**src/rtl/common.sv**
```systemverilog
`default_nettype none
// +--------------------------------------------------------------------------+
// | Package    : common                                                      |
// | Purpose    : Shared types for the CPU -> rasterizer command path:        |
// |              raster command codes, the queued command entry and the      |
// |              command-queue FSM state encoding.                           |
// | Revision   : 1.0  initial release                                        |
// +--------------------------------------------------------------------------+
package common;

    localparam int C_COORD_W  = 8;
    localparam int C_COLOUR_W = 3;

    // Rasterizer operation codes.
    typedef enum logic [1:0] {
        CMD_CLEAR = 2'd0,
        CMD_PIXEL = 2'd1,
        CMD_LINE  = 2'd2,
        CMD_RECT  = 2'd3
    } raster_command_t;

    // One queued command with all of its operands.
    typedef struct packed {
        raster_command_t         command;
        logic [C_COORD_W-1:0]    x0;
        logic [C_COORD_W-1:0]    y0;
        logic [C_COORD_W-1:0]    x1;
        logic [C_COORD_W-1:0]    y1;
        logic [C_COLOUR_W-1:0]   colour;
    } gpu_cmd_entry_t;

    // Issue FSM states, explicitly encoded.
    typedef enum logic [1:0] {
        ST_IDLE  = 2'd0,
        ST_ISSUE = 2'd1,
        ST_ACK   = 2'd2,
        ST_RUN   = 2'd3
    } gpu_fsm_state_t;

endpackage
`default_nettype wire

```
**src/rtl/gpu_cmd_queue_if.sv**
```systemverilog
`default_nettype none
// +--------------------------------------------------------------------------+
// | Interface  : gpu_cmd_queue_if                                            |
// | Purpose    : Bundles the CPU enqueue side and the rasterizer issue side  |
// |              of the command queue.                                       |
// | Ports      : slave  - the queue (takes push/in_*/flush/gpu_busy, drives  |
// |                       full/count/idle and the gpu_* issue signals)       |
// |              master - the CPU + rasterizer environment                   |
// | Revision   : 1.0  initial release                                        |
// +--------------------------------------------------------------------------+
interface gpu_cmd_queue_if
    import common::*;
#(
    parameter int DEPTH = 4
) ();

    // CPU enqueue side
    logic                      push;
    raster_command_t           in_command;
    logic [C_COORD_W-1:0]      in_x0;
    logic [C_COORD_W-1:0]      in_y0;
    logic [C_COORD_W-1:0]      in_x1;
    logic [C_COORD_W-1:0]      in_y1;
    logic [C_COLOUR_W-1:0]     in_colour;
    logic                      flush;
    logic                      full;
    logic [$clog2(DEPTH):0]    count;
    logic                      idle;

    // Rasterizer issue side
    raster_command_t           gpu_command;
    logic [C_COORD_W-1:0]      gpu_x0;
    logic [C_COORD_W-1:0]      gpu_y0;
    logic [C_COORD_W-1:0]      gpu_x1;
    logic [C_COORD_W-1:0]      gpu_y1;
    logic [C_COLOUR_W-1:0]     gpu_colour;
    logic                      gpu_execute_request;
    logic                      gpu_busy;

    modport master (
        output push, in_command, in_x0, in_y0, in_x1, in_y1, in_colour, flush,
        output gpu_busy,
        input  full, count, idle,
        input  gpu_command, gpu_x0, gpu_y0, gpu_x1, gpu_y1, gpu_colour,
        input  gpu_execute_request
    );

    modport slave (
        input  push, in_command, in_x0, in_y0, in_x1, in_y1, in_colour, flush,
        input  gpu_busy,
        output full, count, idle,
        output gpu_command, gpu_x0, gpu_y0, gpu_x1, gpu_y1, gpu_colour,
        output gpu_execute_request
    );

endinterface
`default_nettype wire

```
**src/rtl/cmd_fifo.sv**
```systemverilog
`default_nettype none
// +--------------------------------------------------------------------------+
// | Module     : cmd_fifo                                                    |
// | Purpose    : Circular FIFO with wrapping read/write pointers and an      |
// |              occupancy counter. Head data is presented combinationally.  |
// | Ports      : clk, rst          clock, synchronous active-high reset      |
// |              i_push, i_wdata   enqueue request and data                  |
// |              i_pop             dequeue request (ignored when empty)      |
// |              i_flush           discard all entries (beats push and pop)  |
// |              o_rdata           head entry                                |
// |              o_full, o_empty   occupancy flags                           |
// |              o_count           number of stored entries                  |
// | Revision   : 1.0  initial release                                        |
// +--------------------------------------------------------------------------+
module cmd_fifo #(
    parameter int WIDTH = 8,
    parameter int DEPTH = 4
) (
    input  wire logic                    clk,
    input  wire logic                    rst,
    input  wire logic                    i_push,
    input  wire logic                    i_pop,
    input  wire logic                    i_flush,
    input  wire logic [WIDTH-1:0]        i_wdata,
    output logic      [WIDTH-1:0]        o_rdata,
    output logic                         o_full,
    output logic                         o_empty,
    output logic      [$clog2(DEPTH):0]  o_count
);

    localparam int                C_AW       = $clog2(DEPTH);
    localparam logic [C_AW:0]     C_FULL_CNT = (C_AW+1)'(DEPTH);
    localparam logic [C_AW:0]     C_CNT_ONE  = (C_AW+1)'(1);
    localparam logic [C_AW-1:0]   C_PTR_ONE  = C_AW'(1);

    // Storage carries no reset; only pointers and count define validity.
    logic [WIDTH-1:0]  r_mem_q [DEPTH];

    logic [C_AW-1:0]   r_wr_ptr_q;
    logic [C_AW-1:0]   w_wr_ptr_d;
    logic [C_AW-1:0]   r_rd_ptr_q;
    logic [C_AW-1:0]   w_rd_ptr_d;
    logic [C_AW:0]     r_count_q;
    logic [C_AW:0]     w_count_d;
    logic              w_wr_en;
    logic              w_rd_en;

    assign o_full  = (r_count_q == C_FULL_CNT);
    assign o_empty = (r_count_q == '0);
    assign o_count = r_count_q;
    assign o_rdata = r_mem_q[r_rd_ptr_q];

    always_comb begin
        w_rd_en    = i_pop && !o_empty;
        // A full FIFO still accepts a push when the head leaves the same cycle.
        w_wr_en    = i_push && !i_flush && (!o_full || w_rd_en);
        w_wr_ptr_d = r_wr_ptr_q;
        w_rd_ptr_d = r_rd_ptr_q;
        w_count_d  = r_count_q;

        if (i_flush) begin
            w_wr_ptr_d = '0;
            w_rd_ptr_d = '0;
            w_count_d  = '0;
        end else begin
            if (w_wr_en) begin
                w_wr_ptr_d = r_wr_ptr_q + C_PTR_ONE;
            end
            if (w_rd_en) begin
                w_rd_ptr_d = r_rd_ptr_q + C_PTR_ONE;
            end
            case ({w_wr_en, w_rd_en})
                2'b10:   w_count_d = r_count_q + C_CNT_ONE;
                2'b01:   w_count_d = r_count_q - C_CNT_ONE;
                default: w_count_d = r_count_q;
            endcase
        end
    end

    always_ff @(posedge clk) begin
        if (rst) begin
            r_wr_ptr_q <= '0;
            r_rd_ptr_q <= '0;
            r_count_q  <= '0;
        end else begin
            r_wr_ptr_q <= w_wr_ptr_d;
            r_rd_ptr_q <= w_rd_ptr_d;
            r_count_q  <= w_count_d;
        end
    end

    always_ff @(posedge clk) begin
        if (w_wr_en) begin
            r_mem_q[r_wr_ptr_q] <= i_wdata;
        end
    end

endmodule
`default_nettype wire

```
**src/rtl/gpu_cmd_queue.sv**
```systemverilog
`default_nettype none
// +--------------------------------------------------------------------------+
// | Module     : gpu_cmd_queue                                               |
// | Purpose    : Buffers raster commands from the CPU and issues them one at |
// |              a time to the rasterizer with a one-cycle execute strobe,   |
// |              tracking the rasterizer busy handshake.                     |
// | Ports      : clk  system clock (rising edge)                             |
// |              rst  synchronous active-high reset                          |
// |              bus  gpu_cmd_queue_if.slave: push/in_*/flush/full/count/    |
// |                   idle on the CPU side; gpu_* operands,                  |
// |                   gpu_execute_request and gpu_busy on the GPU side       |
// | Revision   : 1.0  initial release                                        |
// +--------------------------------------------------------------------------+
module gpu_cmd_queue
    import common::*;
#(
    parameter int DEPTH = 4
) (
    input  wire logic         clk,
    input  wire logic         rst,
    gpu_cmd_queue_if.slave    bus
);

    localparam int C_ENTRY_W = $bits(gpu_cmd_entry_t);

    gpu_cmd_entry_t           w_fifo_wdata;
    gpu_cmd_entry_t           w_fifo_rdata;
    logic                     w_fifo_full;
    logic                     w_fifo_empty;
    logic [$clog2(DEPTH):0]   w_fifo_count;
    logic                     w_pop;

    gpu_fsm_state_t           r_state_q;
    gpu_fsm_state_t           w_state_d;
    logic                     r_ack_wait_q;   // one ACK cycle already seen without busy
    logic                     w_ack_wait_d;
    gpu_cmd_entry_t           r_op_q;         // operands of the command last popped
    gpu_cmd_entry_t           w_op_d;

    assign w_fifo_wdata = '{
        command: bus.in_command,
        x0:      bus.in_x0,
        y0:      bus.in_y0,
        x1:      bus.in_x1,
        y1:      bus.in_y1,
        colour:  bus.in_colour
    };

    cmd_fifo #(
        .WIDTH (C_ENTRY_W),
        .DEPTH (DEPTH)
    ) u_cmd_fifo (
        .clk     (clk),
        .rst     (rst),
        .i_push  (bus.push),
        .i_pop   (w_pop),
        .i_flush (bus.flush),
        .i_wdata (w_fifo_wdata),
        .o_rdata (w_fifo_rdata),
        .o_full  (w_fifo_full),
        .o_empty (w_fifo_empty),
        .o_count (w_fifo_count)
    );

    // Next-state and pop decision. A flush only touches the FIFO, so a
    // command already popped carries on through ISSUE/ACK/RUN untouched.
    always_comb begin
        w_state_d    = r_state_q;
        w_ack_wait_d = 1'b0;
        w_op_d       = r_op_q;
        w_pop        = 1'b0;

        case (r_state_q)
            ST_IDLE: begin
                if (!w_fifo_empty && !bus.gpu_busy) begin
                    w_pop     = 1'b1;
                    w_op_d    = w_fifo_rdata;
                    w_state_d = ST_ISSUE;
                end
            end
            ST_ISSUE: begin
                w_state_d = ST_ACK;
            end
            ST_ACK: begin
                // Two quiet ACK cycles mean the rasterizer finished instantly.
                if (bus.gpu_busy) begin
                    w_state_d = ST_RUN;
                end else if (r_ack_wait_q) begin
                    w_state_d = ST_IDLE;
                end else begin
                    w_ack_wait_d = 1'b1;
                end
            end
            ST_RUN: begin
                if (!bus.gpu_busy) begin
                    w_state_d = ST_IDLE;
                end
            end
            default: begin
                w_state_d = ST_IDLE;
            end
        endcase
    end

    always_ff @(posedge clk) begin
        if (rst) begin
            r_state_q    <= ST_IDLE;
            r_ack_wait_q <= 1'b0;
            r_op_q       <= '0;
        end else begin
            r_state_q    <= w_state_d;
            r_ack_wait_q <= w_ack_wait_d;
            r_op_q       <= w_op_d;
        end
    end

    // Status outputs depend on registered state and gpu_busy only.
    assign bus.full  = w_fifo_full;
    assign bus.count = w_fifo_count;
    assign bus.idle  = w_fifo_empty && (r_state_q == ST_IDLE) && !bus.gpu_busy;

    assign bus.gpu_execute_request = (r_state_q == ST_ISSUE);
    assign bus.gpu_command         = r_op_q.command;
    assign bus.gpu_x0              = r_op_q.x0;
    assign bus.gpu_y0              = r_op_q.y0;
    assign bus.gpu_x1              = r_op_q.x1;
    assign bus.gpu_y1              = r_op_q.y1;
    assign bus.gpu_colour          = r_op_q.colour;

endmodule
`default_nettype wire

```
**src/flat_wrapper.sv**
```systemverilog
// flat-port wrapper written by rule: the top's interface ports become plain ports
module gpu_cmd_queue_flat import common::*;
#(
    parameter int DEPTH = 4
)
  (clk, rst, bus_push, bus_in_command, bus_in_x0, bus_in_y0, bus_in_x1, bus_in_y1, bus_in_colour, bus_flush, bus_gpu_busy, bus_full, bus_count, bus_idle, bus_gpu_command, bus_gpu_x0, bus_gpu_y0, bus_gpu_x1, bus_gpu_y1, bus_gpu_colour, bus_gpu_execute_request);
  gpu_cmd_queue_if #(.DEPTH(DEPTH)) bus_i ();
  input  wire logic clk;
  input  wire logic rst;
  input wire logic [$bits(bus_i.push)-1:0] bus_push;
  input wire logic [$bits(bus_i.in_command)-1:0] bus_in_command;
  input wire logic [$bits(bus_i.in_x0)-1:0] bus_in_x0;
  input wire logic [$bits(bus_i.in_y0)-1:0] bus_in_y0;
  input wire logic [$bits(bus_i.in_x1)-1:0] bus_in_x1;
  input wire logic [$bits(bus_i.in_y1)-1:0] bus_in_y1;
  input wire logic [$bits(bus_i.in_colour)-1:0] bus_in_colour;
  input wire logic [$bits(bus_i.flush)-1:0] bus_flush;
  input wire logic [$bits(bus_i.gpu_busy)-1:0] bus_gpu_busy;
  output wire logic [$bits(bus_i.full)-1:0] bus_full;
  output wire logic [$bits(bus_i.count)-1:0] bus_count;
  output wire logic [$bits(bus_i.idle)-1:0] bus_idle;
  output wire logic [$bits(bus_i.gpu_command)-1:0] bus_gpu_command;
  output wire logic [$bits(bus_i.gpu_x0)-1:0] bus_gpu_x0;
  output wire logic [$bits(bus_i.gpu_y0)-1:0] bus_gpu_y0;
  output wire logic [$bits(bus_i.gpu_x1)-1:0] bus_gpu_x1;
  output wire logic [$bits(bus_i.gpu_y1)-1:0] bus_gpu_y1;
  output wire logic [$bits(bus_i.gpu_colour)-1:0] bus_gpu_colour;
  output wire logic [$bits(bus_i.gpu_execute_request)-1:0] bus_gpu_execute_request;
  assign bus_i.push = bus_push;
  assign bus_i.in_command = bus_in_command;
  assign bus_i.in_x0 = bus_in_x0;
  assign bus_i.in_y0 = bus_in_y0;
  assign bus_i.in_x1 = bus_in_x1;
  assign bus_i.in_y1 = bus_in_y1;
  assign bus_i.in_colour = bus_in_colour;
  assign bus_i.flush = bus_flush;
  assign bus_i.gpu_busy = bus_gpu_busy;
  assign bus_full = bus_i.full;
  assign bus_count = bus_i.count;
  assign bus_idle = bus_i.idle;
  assign bus_gpu_command = bus_i.gpu_command;
  assign bus_gpu_x0 = bus_i.gpu_x0;
  assign bus_gpu_y0 = bus_i.gpu_y0;
  assign bus_gpu_x1 = bus_i.gpu_x1;
  assign bus_gpu_y1 = bus_i.gpu_y1;
  assign bus_gpu_colour = bus_i.gpu_colour;
  assign bus_gpu_execute_request = bus_i.gpu_execute_request;
  gpu_cmd_queue #(.DEPTH(DEPTH)) u_core (.clk(clk), .rst(rst), .bus(bus_i));
endmodule
```
**config.mk**
```make
export PLATFORM = sky130hd
export DESIGN_NAME = gpu_cmd_queue_flat
export DESIGN_NICKNAME = d
export VERILOG_FILES = /design/src/rtl/common.sv /design/src/rtl/gpu_cmd_queue_if.sv /design/src/rtl/cmd_fifo.sv /design/src/rtl/gpu_cmd_queue.sv /design/src/flat_wrapper.sv
export SDC_FILE = /design/constraint.sdc
export NUM_CORES = 1
export LEC_CHECK = 0
export CORE_MARGIN = 3
export CORE_UTILIZATION = 50
export CTS_BUF_LIST = sky130_fd_sc_hd__clkbuf_4
export DETAILED_ROUTE_END_ITERATION = 6
export GPL_TIMING_DRIVEN = 0
export PLACE_DENSITY = 0.77
export SLEW_MARGIN = 20
export SYNTH_ARGS = -nofsm -noshare
export SYNTH_HDL_FRONTEND = slang
export SYNTH_HIERARCHICAL = 1
export SYNTH_SLANG_ARGS = --single-unit
```
**constraint.sdc**
```tcl
create_clock -name clk -period 3.4 [get_ports clk]
set_input_delay 0.34 -clock clk [delete_from_list [all_inputs] [get_ports clk]]
set_output_delay 0.34 -clock clk [all_outputs]
set_load 0.01 [all_outputs]
```
==> After elaboration in Yosys (flattened, before gate mapping) <==
Memory sizes are Yosys's and may differ from the RTL's. A register that Yosys moved wholly into a read port is not among the register bits.
Cells that the tools add are included.
{ "classes": {"n_addsub": 4, "eq_ne": 9, "n_mux": 11, "bitwise_logic": 1, "reduce_logical": 18} }
{ "ops": {"columns": ["cell", "count"], "rows": [
  ["2-bit two-way mux", 4],
  ["2-bit one-hot mux with 4 select lines", 1],
  ["2-bit == test, second input constant", 3],
  ["1-bit logical AND", 6],
  ["3-bit one-hot mux with 2 select lines", 1],
  ["1-bit two-way mux", 5],
  ["2-bit by 1-bit adder with 2-bit output, second input constant", 2],
  ["2-bit by 1-bit == test with 1-bit output, second input constant", 2],
  ["1-bit logical NOT", 4],
  ["3-bit by 1-bit adder with 3-bit output, second input constant", 1],
  ["3-bit == test, second input constant", 1],
  ["3-bit logical NOT", 1],
  ["3-bit by 2-bit != test with 1-bit output, second input constant", 1],
  ["3-bit AND reduction", 1],
  ["3-bit OR reduction", 1],
  ["3-bit by 1-bit subtractor with 3-bit output, second input constant", 1],
  ["2-bit logical NOT", 1],
  ["2-bit by 1-bit != test with 1-bit output, second input constant", 1],
  ["2-bit != test, second input constant", 1],
  ["2-bit AND reduction", 1],
  ["2-bit nonzero test", 1],
  ["2-bit OR reduction", 1],
  ["1-bit logical OR", 1],
  ["1-bit NOT", 1]
]} }
{ "totals": {"reg_bits": 10, "ram_bits": 148, "input_bits": 42, "out_inout_bits": 43, "elab_cells": 49, "mem_count": 1} }
{ "mem_list": {"columns": ["name", "words", "word_bits", "read_ports", "rd_clocked_by_memory_dff", "wr", "line", "text"], "rows": [
  ["u_core.u_cmd_fifo.r_mem_q", 4, 37, 1, 1, 1, "cmd_fifo.sv:37", "logic [WIDTH-1:0] r_mem_q [DEPTH];"]
]} }

==> Longest topological paths before layout <==
{ "logic_depth": {"ltp_word": 10, "mapped_depth": 10, "mapped_depth_nobuf": 9} }

==> By module <==
Netlist, hierarchy kept.
{ "modules_own_cells": {"columns": ["mod", "instances", "cells_each", "area_per_inst_um2", "seq_area_each_um2"], "rows": [
  ["cmd_fifo", 1, 253, 5879.4, 4624.4],
  ["gpu_cmd_queue", 1, 175, 1800.5, 800.8]
]} }

==> Worst setup path before layout <==
OpenSTA, ideal clock, no wires.
{ "synth_path": {"kind": "register to register", "startpoint": "register u_core.u_cmd_fifo.r_count_q[1] (netlist: u_core/u_cmd_fifo/o_count[1])", "endpoint": "memory u_core/u_cmd_fifo/r_mem_q[1][0] (netlist name), enable pin", "setup_ns": 0.398, "arrival_ns": 2.618, "required_time_ns": 3.002, "slack_ns": 0.384, "path_stages_with_launch": 8, "path_buffers": 1, "period_less_slack_ns": 3.016, "path_cell_list": "dfxtp_1 -> nor3_1 -> or4_4 -> inv_2 -> buf_4 -> nor4b_2 -> nor2_1 -> and2_1"} }
{ "synth_between": {"elab_chain_len": 10, "word_cells_on_any_way": 12, "classes_between": "eq/ne (1); mux (4); reduce/logical (7)"} }
{ "synth_lines": {"columns": ["element", "line", "text"], "rows": [
  ["from (decl)", "cmd_fifo.sv:43", "logic [C_AW:0] r_count_q;"],
  ["from (signal assigned)", "cmd_fifo.sv:88", "r_count_q <= w_count_d;"],
  ["3-bit logical NOT", "cmd_fifo.sv:49", "assign o_empty = (r_count_q == '0);"],
  ["named net u_core.w_fifo_empty", "gpu_cmd_queue.sv:29", "logic w_fifo_empty;"],
  ["1-bit logical NOT", "gpu_cmd_queue.sv:75", "if (!w_fifo_empty && !bus.gpu_busy) begin"],
  ["1-bit logical AND", "gpu_cmd_queue.sv:75", null],
  ["1-bit two-way mux", "gpu_cmd_queue.sv:75", null],
  ["1-bit two-way mux", "gpu_cmd_queue.sv:73", "case (r_state_q)"],
  ["named net u_core.w_pop", "gpu_cmd_queue.sv:31", "logic w_pop;"],
  ["1-bit logical AND", "cmd_fifo.sv:54", "w_rd_en = i_pop && !o_empty;"],
  ["1-bit logical OR", "cmd_fifo.sv:56", "w_wr_en = i_push && !i_flush && (!o_full || w_rd_en);"],
  ["1-bit logical AND", "cmd_fifo.sv:56", null],
  ["1-bit two-way mux", "cmd_fifo.sv:93", "if (w_wr_en) begin"],
  ["1-bit two-way mux (implied by the code)", "cmd_fifo.sv:94", "r_mem_q[r_wr_ptr_q] <= i_wdata;"],
  ["to (decl)", "cmd_fifo.sv:37", null]
]} }
The timed path passes the listed nets, and every way through them passes these cells.

==> Worst setup path in the final report <==
{ "layout_path": {"startpoint": "register u_core.u_cmd_fifo.r_count_q[1] (netlist: u_core/u_cmd_fifo/o_count[1])", "endpoint": "memory u_core/u_cmd_fifo/r_mem_q[3][21] (netlist name), enable pin"} }
Same word-level chain as after synthesis.

==> run summary <==
- 0.1963 — Switching Share
- sky130_fd_sc_hd__edfxtp_1 — post-synthesis cell type with the largest combined area
- 129.9 um — Die Span Y
- 0.003373 W — total internal power
- 3.67 ns — required time worst endpoint
- 129.9 um — die width
- 700 — total instance count after detailed placement
- 0 — max-cap violation count
- 19.70% — area added between synthesis and finish
- 8 — worst-case reg-to-reg path depth
- 456.5 mW/mm^2 — PwrDens
- 0.007680 sq mm — Post-Syn Area
- u_core/u_cmd_fifo/o_count[1] — CP Launch Point
- 17.94 sq um — Syn Area/Cell
- yes — clock tree from TritonCTS
- 0.043 — relative contribution of combinational cells to total power
- 3 — worst path buffer plus inverter count
- flop — kind of start point of the critical path
- 8971 um — Detail Placement HPWL
- 732 — count of placed standard cells in the final layout, fillers left out
- 428 — Syn Inst Count
- 0.5706 — Slew HR
- 0.1699 — GRT Resource Usage Total
- reg2reg — Setup CP Type
- 18.37 um — routed wire length per instance
- 0.1734 — fraction of layout instances using a drive strength above 1
- 582 — number of nets at the end of the flow
- 0 ns — Setup TNS Final
- 475 — synthesized netlist net count
- 0.58 ns — Worst path max stage delay
- 0.7697 — final weighted congestion in routability-driven placement
- 17 — CTS buffer count
- 0 — remaining global-route overflow
- complete, no violations — run status
- 0 — DRC violations left
- u_core/u_cmd_fifo/o_count[1] — launch point of the worst reg-to-reg path
- 4036 — via count of the first global-routing pass
- 0 — count of hold-fix buffers inserted at cts
- sky130_fd_sc_hd__edfxtp_1 — most repeated cell in the gate-level netlist after synthesis
- 0.5205 — effective utilization at floorplan
- 0.624 — relative contribution of sequential cells to total power
- 20 — Crit Path Max Fanout
- 0.6440 ns — worst slew pin tran
- 0.6231 — utilization after layout
- 0 — Hold Fails Final Rpt
- sky130_fd_sc_hd__edfxtp_1 58%, sky130_fd_sc_hd__dfxtp_1 13%, sky130_fd_sc_hd__mux4_2 11%, sky130_fd_sc_hd__nand2b_1 6.0%, sky130_fd_sc_hd__mux2i_1 5.1% — top post-synthesis cells by area
- 3.29 ns — Arrival @ worst endpoint
- 331.6 MHz — achievable frequency
- 1 — worst hold path stage count
- simple AND/OR/NAND/NOR gates — cell class contributing the biggest share of worst-path delay
- 84 — PortBufs
- 0.0008239 W — reported net switching power
- 0.3843 ns — slack of the critical path
- 197 — number of clock sinks seen by CTS
- 8 — path length in cells of the critical path
- 0 — ant diodes
- 4 — number of H-tree levels
- 2.881 nW — reported leakage power
- 0.1608 ns — minimum setup slack after placement
- 4 — number of detailed-routing iterations run before antenna repair
- 85 — Boundary Pins
- 3.016 ns — clock period minus worst slack
- 0.15 ns — post-CTS clock slew at the launch and capture registers of the worst setup and hold paths
- 28 — largest net degree at the start of global routing
- 0 — share of async-settable or async-resettable flops after synthesis
- 246 — count of routing violations after the opening detailed-route iteration
- 0 — final count of pins violating max slew
- 148 — number of synthesized flops with an enable pin
- 0.333 — proportion of power drawn by the clock network
- flop — sort of element at the end of the critical path
- 13440 um — final wirelength
- 6 — Syn. warnings
- 5.415 — DR vias/cell
- u_core/u_cmd_fifo/r_mem_q[3][21] — critical register-to-register path endpoint
- 0.004197 W — overall power
- 0.02116 ns — Layout Skew
- 21070 um — wire length of the first global-routing pass
- no — RSZ-0062 raised after global routing
- 0 — final setup violation count
- sky130_fd_sc_hd__clkbuf_4 — root buf cell
- 0.57 ns — worst-skew pair later-pin latency
- 0.01475 sq mm — Placeable Area
- 148 x sky130_fd_sc_hd__edfxtp_1, 74 x sky130_fd_sc_hd__nand2b_1, 49 x sky130_fd_sc_hd__dfxtp_1, 39 x sky130_fd_sc_hd__mux2i_1, 37 x sky130_fd_sc_hd__mux4_2 — top cell types by occurrence after synthesis
- sky130_fd_sc_hd__edfxtp_1 — most common flop cell mapped by yosys
- 0 — # resized after CTS
- 2 — maximum buffer depth of the clock tree
- 372.6 uV — maximum vdd ir drop
- 197 — #FFs+latches synth
- in2reg — path class of the lowest-slack min-delay path
- nor3_1 > or4_4 > inv_2 > buf_4 > nor4b_2 > nor2_1 > and2_2 > buf_16 — cell chain of the critical path
- sky130_fd_sc_hd__and2_2 — CP max stage cell
- 0.7064 — Seq/Total Area, Yosys
- 40 — post-synth cell types
- 0.8870 — share of the clock period used by the worst path
- 0 — number of nets still failing antenna checks after routing
- 0.01688 sq mm — area of the die
- 0.5787 — fraction of synthesized cell area taken by the top area cell type
- 44 — Std-Cell Rows
- 0 — number of antenna violations at the first check in global routing
- 0.38 ns — worst reg-to-reg setup slack
- 0 — Post-CTS Setup Repair Bufs
- u_core/u_cmd_fifo/r_mem_q[3][21] — termination of the worst setup path
- 3964 — via count of the routed design
cells by family (layout without fill, tap and decap cells):
family | Yosys count | after routing | share of synthesized area
AOI/OAI and AO/OA | 7 | 7 | 0.007331
xor gates and xnor gates | 4 | 4 | 0.004563
adders and majority gates | 5 | 5 | 0.009124
buffers and inverters | 28 | 148 | 0.02264
DFF | 197 | 197 | 0.7064
muxes | 76 | 76 | 0.1593
and+or+nand+nor | 111 | 111 | 0.09058
how the worst min path moves through the flow:
| stage | slack, ns | from | to |
|---|---|---|---|
| 2_1_floorplan | 0.44 | bus_in_colour[0] | u_core/u_cmd_fifo/r_mem_q[0][0] |
| 3_3_place_gp | 0.46 | u_core/bus.gpu_command[0] | u_core/bus.gpu_command[0] |
| 3_5_place_dp | 0.46 | u_core/bus.gpu_colour[1] | u_core/bus.gpu_colour[1] |
| 4_1_cts | 0.34 | bus_in_y1[5] | u_core/u_cmd_fifo/r_mem_q[1][8] |
| 5_1_grt | 0.34 | bus_in_x1[6] | u_core/u_cmd_fifo/r_mem_q[2][17] |
| 6_report | 0.40 | bus_in_y1[5] | u_core/u_cmd_fifo/r_mem_q[1][8] |
power by group through the flow:
stage                     clock network [W]  registers (W)  logic (W)
after CTS                           0.00144        0.00262   0.000182
after global routing                0.00153        0.00262   0.000195
after global placement                    0        0.00267   0.000170
final                               0.00140        0.00262   0.000179
after floorplan                           0        0.00267  0.0000786
after detailed placement                  0        0.00267   0.000182
placed cells by master, fill, tap and decap left out, types with 3 or more instances in the layout:
master	netlist	final
sky130_fd_sc_hd__buf_4	4	4
sky130_fd_sc_hd__edfxtp_1	148	148
sky130_fd_sc_hd__clkdlybuf4s50_1	0	84
sky130_fd_sc_hd__inv_1	5	5
sky130_fd_sc_hd__nand2_1	7	7
sky130_fd_sc_hd__clkinv_1	0	3
sky130_fd_sc_hd__clkbuf_4	0	18
sky130_fd_sc_hd__mux2i_1	39	39
sky130_fd_sc_hd__nor2_1	9	9
sky130_fd_sc_hd__and2_2	0	4
sky130_fd_sc_hd__buf_12	2	4
sky130_fd_sc_hd__mux4_2	37	37
sky130_fd_sc_hd__bufinv_16	0	5
sky130_fd_sc_hd__dfxtp_1	49	49
sky130_fd_sc_hd__nand2b_1	74	74
sky130_fd_sc_hd__clkbuf_1	8	8
sky130_fd_sc_hd__ha_1	4	4
sky130_fd_sc_hd__buf_1	4	4
metal layers:
layer,wire length [um],share of wire,global-route usage,up-vias
met4,319,0.024,0.06785,0
met3,771,0.057,0.04994,25
li1,-,-,-,1829
met1,5437,0.40,0.2106,2007
met5,0,0,0,-
met2,6916,0.51,0.2830,103
final cells by class:
cell class | count | area [sq um]
Fill cell | 1092 | 5562
Timing Repair Buffer | 88 | 935.9
Buffer | 22 | 151.4
Multi-Input combinational cell | 203 | 2086
Clock buffer | 18 | 135.1
Sequential cell | 197 | 5425
Inverter | 6 | 22.52
Tap cell | 184 | 230.2
Clock inverter | 14 | 206.4
per-stage QoR:
stage | hold WS [ns] | instance area [sq um]
global route | 0.3378 | 9193
floorplan | 0.4389 | 7680
CTS | 0.3429 | 9193
detailed placement | 0.4598 | 8851
global placement | 0.4570 | 8751
finish | 0.3975 | 9193
flip-flops by register name (all words and copies together) (netlist names), named ones only:
name                          count
u_core/bus.gpu_colour             3
u_core/r_state_q                  2
u_core/bus.gpu_x0                 8
u_core/bus.gpu_y1                 8
u_core/u_cmd_fifo/r_mem_q       148
u_core/u_cmd_fifo/o_count         3
u_core/r_ack_wait_q               1
u_core/bus.gpu_x1                 8
u_core/bus.gpu_y0                 8
u_core/bus.gpu_command            2
u_core/u_cmd_fifo/r_rd_ptr_q      2
u_core/u_cmd_fifo/r_wr_ptr_q      2
Note: power is estimated with default switching activity, not from simulation.
